**src/rtl/mipi_tx_packet_engine.sv**
```systemverilog
// CSI-2 packet serializer: turns one timing-generator command into a header,
// optional payload with CRC-16, and an inter-packet gap on a byte-wide lane.
module mipi_tx_packet_engine #(
   parameter logic [1:0] VC         = 2'd0,
   parameter logic [7:0] GAP_CYCLES = 8'd4
) (
   input  logic        CLK_tx,
   input  logic        RSTn,
   input  logic [5:0]  cmd_data_type,
   input  logic [15:0] cmd_byte_count,
   input  logic        cmd_req,
   output logic        cmd_ack,
   output logic        payload_en,
   output logic        payload_en_last,
   input  logic [7:0]  payload_data,
   output logic [7:0]  hs_data,
   output logic        hs_valid,
   output logic        hs_sop,
   output logic        hs_eop,
   output logic        busy
);

   typedef enum logic [2:0] {IDLE, HDR, PAY, CRC, GAP} state_t;

   localparam logic [23:0] ECC_M0 = 24'hF12CB7;
   localparam logic [23:0] ECC_M1 = 24'hF2555B;
   localparam logic [23:0] ECC_M2 = 24'h749A6D;
   localparam logic [23:0] ECC_M3 = 24'hB8E38E;
   localparam logic [23:0] ECC_M4 = 24'hDF03F0;
   localparam logic [23:0] ECC_M5 = 24'hEFFC00;

   state_t      state;
   logic [5:0]  dt_q;
   logic [15:0] wc_q;
   logic [1:0]  bidx;
   logic [15:0] pcnt;
   logic [7:0]  gcnt;
   logic [15:0] crc;

   logic        is_long;
   logic        has_pay;
   logic [7:0]  di;
   logic [23:0] hdr_word;
   logic [5:0]  ecc;
   logic [15:0] wc_m1;

   assign is_long  = (dt_q[5:4] != 2'b00);
   assign has_pay  = is_long && (wc_q != 16'd0);
   assign di       = {VC, dt_q};
   assign hdr_word = {wc_q, di};
   assign wc_m1    = wc_q - 16'd1;
   assign ecc      = {^(hdr_word & ECC_M5), ^(hdr_word & ECC_M4), ^(hdr_word & ECC_M3),
                      ^(hdr_word & ECC_M2), ^(hdr_word & ECC_M1), ^(hdr_word & ECC_M0)};

   function automatic logic [15:0] crc_step(input logic [15:0] c_in, input logic [7:0] d);
      logic [15:0] c;
      c = c_in ^ {8'h00, d};
      for (int unsigned i = 0; i < 8; i++)
         c = c[0] ? ((c >> 1) ^ 16'h8408) : (c >> 1);
      return c;
   endfunction

   // Lane outputs decode straight from the registered state so payload bytes
   // can pass through in the cycle after their read strobe without a bubble.
   always_comb begin
      cmd_ack         = (state == IDLE) && cmd_req;
      busy            = (state != IDLE);
      payload_en      = 1'b0;
      payload_en_last = 1'b0;
      hs_data         = 8'h00;
      hs_valid        = 1'b0;
      hs_sop          = 1'b0;
      hs_eop          = 1'b0;
      case (state)
         HDR: begin
            hs_valid = 1'b1;
            hs_sop   = (bidx == 2'd0);
            case (bidx)
               2'd0:    hs_data = di;
               2'd1:    hs_data = wc_q[7:0];
               2'd2:    hs_data = wc_q[15:8];
               default: hs_data = {2'b00, ecc};
            endcase
            hs_eop          = (bidx == 2'd3) && !is_long;
            payload_en      = (bidx == 2'd3) && has_pay;
            payload_en_last = (bidx == 2'd3) && has_pay && (wc_q == 16'd1);
         end
         PAY: begin
            hs_valid        = 1'b1;
            hs_data         = payload_data;
            payload_en      = (pcnt != wc_m1);
            payload_en_last = ((pcnt + 16'd1) == wc_m1);
         end
         CRC: begin
            hs_valid = 1'b1;
            hs_data  = bidx[0] ? crc[15:8] : crc[7:0];
            hs_eop   = bidx[0];
         end
         default: ;
      endcase
   end

   always_ff @(posedge CLK_tx or negedge RSTn) begin
      if (!RSTn) begin
         state <= IDLE;
         dt_q  <= '0;
         wc_q  <= '0;
         bidx  <= '0;
         pcnt  <= '0;
         gcnt  <= '0;
         crc   <= '1;
      end else begin
         case (state)
            IDLE: if (cmd_req) begin
               dt_q  <= cmd_data_type;
               wc_q  <= cmd_byte_count;
               bidx  <= '0;
               pcnt  <= '0;
               crc   <= '1;
               state <= HDR;
            end
            HDR: begin
               bidx <= bidx + 2'd1;
               if (bidx == 2'd3) begin
                  gcnt <= '0;
                  if (!is_long)
                     state <= (GAP_CYCLES == 8'd0) ? IDLE : GAP;
                  else if (wc_q == 16'd0)
                     state <= CRC;
                  else
                     state <= PAY;
               end
            end
            PAY: begin
               crc  <= crc_step(crc, payload_data);
               pcnt <= pcnt + 16'd1;
               if (pcnt == wc_m1) state <= CRC;
            end
            CRC: begin
               bidx <= bidx + 2'd1;
               if (bidx[0]) begin
                  gcnt  <= '0;
                  state <= (GAP_CYCLES == 8'd0) ? IDLE : GAP;
               end
            end
            GAP: begin
               gcnt <= gcnt + 8'd1;
               if (gcnt == GAP_CYCLES - 8'd1) state <= IDLE;
            end
            default: state <= IDLE;
         endcase
      end
   end

endmodule
```
**config.mk**
```make
export PLATFORM = sky130hd
export DESIGN_NAME = mipi_tx_packet_engine
export DESIGN_NICKNAME = d
export VERILOG_FILES = /design/src/rtl/mipi_tx_packet_engine.sv
export SDC_FILE = /design/constraint.sdc
export NUM_CORES = 1
export LEC_CHECK = 0
export CORE_ASPECT_RATIO = 2
export CORE_MARGIN = 1.5
export CORE_UTILIZATION = 25
export DETAILED_ROUTE_END_ITERATION = 10
export HOLD_SLACK_MARGIN = 0.15
export PLACE_DENSITY = 0.39
export SYNTH_ARGS = -nofsm -noshare
export SYNTH_HDL_FRONTEND = slang
export SYNTH_SLANG_ARGS = --single-unit
export TNS_END_PERCENT = 1
```
**constraint.sdc**
```tcl
create_clock -name CLK_tx -period 4.76 [get_ports CLK_tx]
set_input_delay 1.428 -clock CLK_tx [delete_from_list [all_inputs] [get_ports CLK_tx]]
set_output_delay 1.428 -clock CLK_tx [all_outputs]
set_load 0.02 [all_outputs]
```
==> summary.md <==
| Metric | Value |
|---|---|
| Status | `finished clean` |
| P_leak | `~2.5 nW` |
| Die Ht | `202.2 microns` |
| Critical path startpoint | `wc_q[3]` |
| Worst vdd ir | `0.2469 mV` |
| P_int | `0.002761 W` |
| Max FO, Critical Path | `5` |
| Chip width | `102.6 microns` |
| Unique masters post-synth | `57` |
| CTS Sinks | `67` |
| Row count | `72` |
| Crit start category | `flip-flop` |
| Iter 0 DRT Violations | `194` |
| Final hold vios | `0` |
| Share of power burned in registers | `approximately 20%` |
| Worst EP arrival | `roughly 3.2 ns` |
| Ant. Diodes | `0` |
| Antenna-violating nets left | `0` |
| Clk pwr share | `14.7%` |
| Setup tns final | `0 ns` |
| Cell count after synthesis | `575` |
| Post-synthesis mux area share | `0%` |
| GPL Wtd Cong | `between 0.8 and 0.9` |
| Endpoint type of the worst setup path | `primary output` |
| Port bufs | `47` |
| Net Sw Frac | `45.06%` |
| Post-Place Cells | `878` |
| WL per Instance | `around 18 microns` |
| Final Critical Period | `about 4.6 ns` |
| Clk slew on worst S/H paths | `approximately 0.060 ns` |
| XOR/XNOR Fraction of Synth Area | `between 20% and 30%` |
| Number of synthesized register bits | `between 60 and 70` |
| Hold path start | `pcnt[15]` |
| Commonest non-fill, non-tap cell in the layout | `xnor2_1` |
| DRC violations left | `0` |
| Net Count, Synth | `630` |
| Largest family of logic cells by synthesized area | `XOR/XNOR gates` |
| Reg-to-Reg Start | `wc_q[5]` |
| I/O pins | `48` |
| Number of synthesized flops with an enable pin | `0` |
| Slew headroom | `37.85%` |
| Most frequent cells in the layout | `81 x xnor2_1, 64 x nand2_1, 58 x o21ai_0, 51 x dfrtp_1, 44 x clkdlybuf4s50_1` |
| Starting Density | `about 26%` |
| Overall routing resource usage | `about 16%` |
| Post-synthesis compound-gate area fraction | `between 15 and 20%` |
| Total gr overflow | `0` |
| Area of the core | `19370 sq um` |
| DR vias/cell | `around 4.9` |
| Hold WC Path Type | `flip-flop to flip-flop` |
| Initial antenna violation count | `0` |
| Post-synth ARST share | `100.0%` |
| Finish-stage setup viols | `0` |
| Post-DP HPWL | `between 10000 and 15000 microns` |
| Area grow syn2layout | `25.02%` |
| Syn Area/Cell | `around 8.6 sq um` |
| Clk_skew | `roughly 0.0094 ns` |
| Worst EP required | `roughly 3.3 ns` |
| Clk_lat worst skew | `between 0.3 and 0.4 ns` |
| CTS max path bufs | `2` |
| Ratio of cells with drive above 1 in the final layout | `around an eighth` |
| Pre-antenna DRT Iters | `5` |
| Total Routed Length | `between 15000 and 20000 microns` |
| Comb pwr share | `between 60 and 70%` |
| CTS root buffer | `clkbuf_16` |
| Core Util, Final | `approximately a third` |
| Yosys warnings | `0` |
| Post-synthesis cell area | `slightly below 5000 sq um` |
| Pin count of the biggest net entering global routing | `around 70` |
| Max-slew violations | `0` |
| Critical path class | `flip-flop to primary output` |
| First-pass GRT wire length | `25160 microns` |
| Synth Area in Adders | `under 10%` |
| Min Hold Slack | `0.5103 ns` |
| Power Density | `~810 nW/um^2` |
| Non-Filler Instances | `895` |
| Fraction of the mapped netlist area in simple logic gates | `about 18%` |
| CTS Buf Count | `9` |
| H-Tree Depth | `3` |
| TritonCTS clock tree | `built` |
| FILL cells | `around 2100` |
| Vias in the first global route | `4484` |
| Sequential-to-total area share from yosys stat | `34.20%` |
| Total Die Area | `about 21000 sq um` |
| Top FF cell, synth | `dfrtp_1` |
| RSZ-0062 raised after global routing | `true` |
| Final Instance Area | `between 6000 and 7000 sq um` |
| Max-Cap Viols | `0` |
| Layout Nets | `686` |
| F_max | `~220 MHz` |
| Slew @ Worst Pin | `0.9323 ns` |
| Period utilization | `97.29%` |
| NetSw | `approximately 0.0023 W` |
| Vias | `between 4000 and 5000` |
| Area post-placement | `a little under 6000 sq um` |
==> final cells by class <==
type                       count  area [sq um]  area share (%)
clock buffer                  15         321.6           5.185
timing repair buffer          79         720.7           11.62
inverter                      26         97.59           1.574
tap                          259         324.1           5.225
clock inverter                 1         8.758          0.1412
sequential                    67          1697           27.36
multi-input combinational    448          3033           48.90
==> flip-flops by register name, indices dropped and copies added, names as in the netlist <==
name / flops
gcnt: 8
crc: 16
wc_q: 16
dt_q: 6
pcnt: 16
bidx: 2
state: 3
==> final timing paths <==
kind,to,slack [ns],cells after the start
worst max-delay path,payload_en_last,0.13,10
worst min-delay path,pcnt[15],0.51,1
worst max register to register,state[0],2.25,9
worst min register to register,pcnt[15],0.51,1
max in group asynchronous,dt_q[3],2.84,2
min in group asynchronous,pcnt[8],1.30,2
==> synthesized netlist by cell type, types with 7 or more instances <==
cell	n	share of area, %
xnor2_1	81	14
nand2_1	64	4.8
o21ai_0	58	5.9
dfrtp_1	51	26
nor2_1	31	2.3
xor2_1	29	5.1
clkbuf_1	27	2.0
a21oi_1	25	2.5
inv_1	25	1.9
ha_1	22	5.5
nor3_1	18	1.8
nand3_1	17	1.7
dfstp_2	16	8.5
a222oi_1	12	2.4
and3_1	9	1.1
o31ai_1	9	1.4
nand4_1	7	0.88
==> worst max-delay path: stages (launching register included) <==
cell and delay (ns):
dfrtp_1 0.44, inv_1 0.11, ha_1 0.17, nand2b_1 0.09
a311o_1 0.40, nand2_1 0.14, xnor3_1 0.41, nor3_1 0.19
nand4_1 0.14, o41ai_2 0.41, clkdlybuf4s15_1 0.36
==> through the flow <==
stage	worst slack, ns	total power [W]
3_5_place_dp	0.1567	0.004317
6_report	0.1292	0.005026
5_1_grt	-0.005079	0.005396
4_1_cts	-0.1015	0.005084
2_1_floorplan	0.3174	0.003258
3_3_place_gp	0.1957	0.004306
==> routing by layer <==
layer	track usage, %	vias up	routed length, microns
met5	0	-	0
met3	2.593	32	446
met2	29.75	97	8923
met1	17.08	2127	6000
met4	9.932	0	817
li1	-	2114	-
==> cells by family (layout without fill, tap and decap cells) <==
| logic type | after synthesis | count (layout) |
|---|---|---|
| adder cells (fa/ha/maj) | 22 | 22 |
| buffers and inverters | 60 | 121 |
| XOR/XNOR | 112 | 112 |
| AND/OR/NAND/NOR | 181 | 181 |
| AO/OA/AOI/OAI | 133 | 133 |
| flip-flops | 67 | 67 |
==> power by group through the flow <==
stage / Clock, W / Sequential [W] / Combinational, W
3_3_place_gp: 0 / 0.000989 / 0.00332
5_1_grt: 0.000783 / 0.00101 / 0.00360
2_1_floorplan: 0 / 0.000940 / 0.00232
6_report: 0.000739 / 0.000984 / 0.00330
4_1_cts: 0.000759 / 0.000987 / 0.00334
3_5_place_dp: 0 / 0.000994 / 0.00332
==> timing repair <==
item	in CTS	in global routing
resized for setup	1	2
buffers inserted	0	1
pin swaps	0	1
endpoints found under the setup margin	2	2
hold buffers	0	0
hold endpoints to repair	0	0
Power figures use the tool's default switching activity.
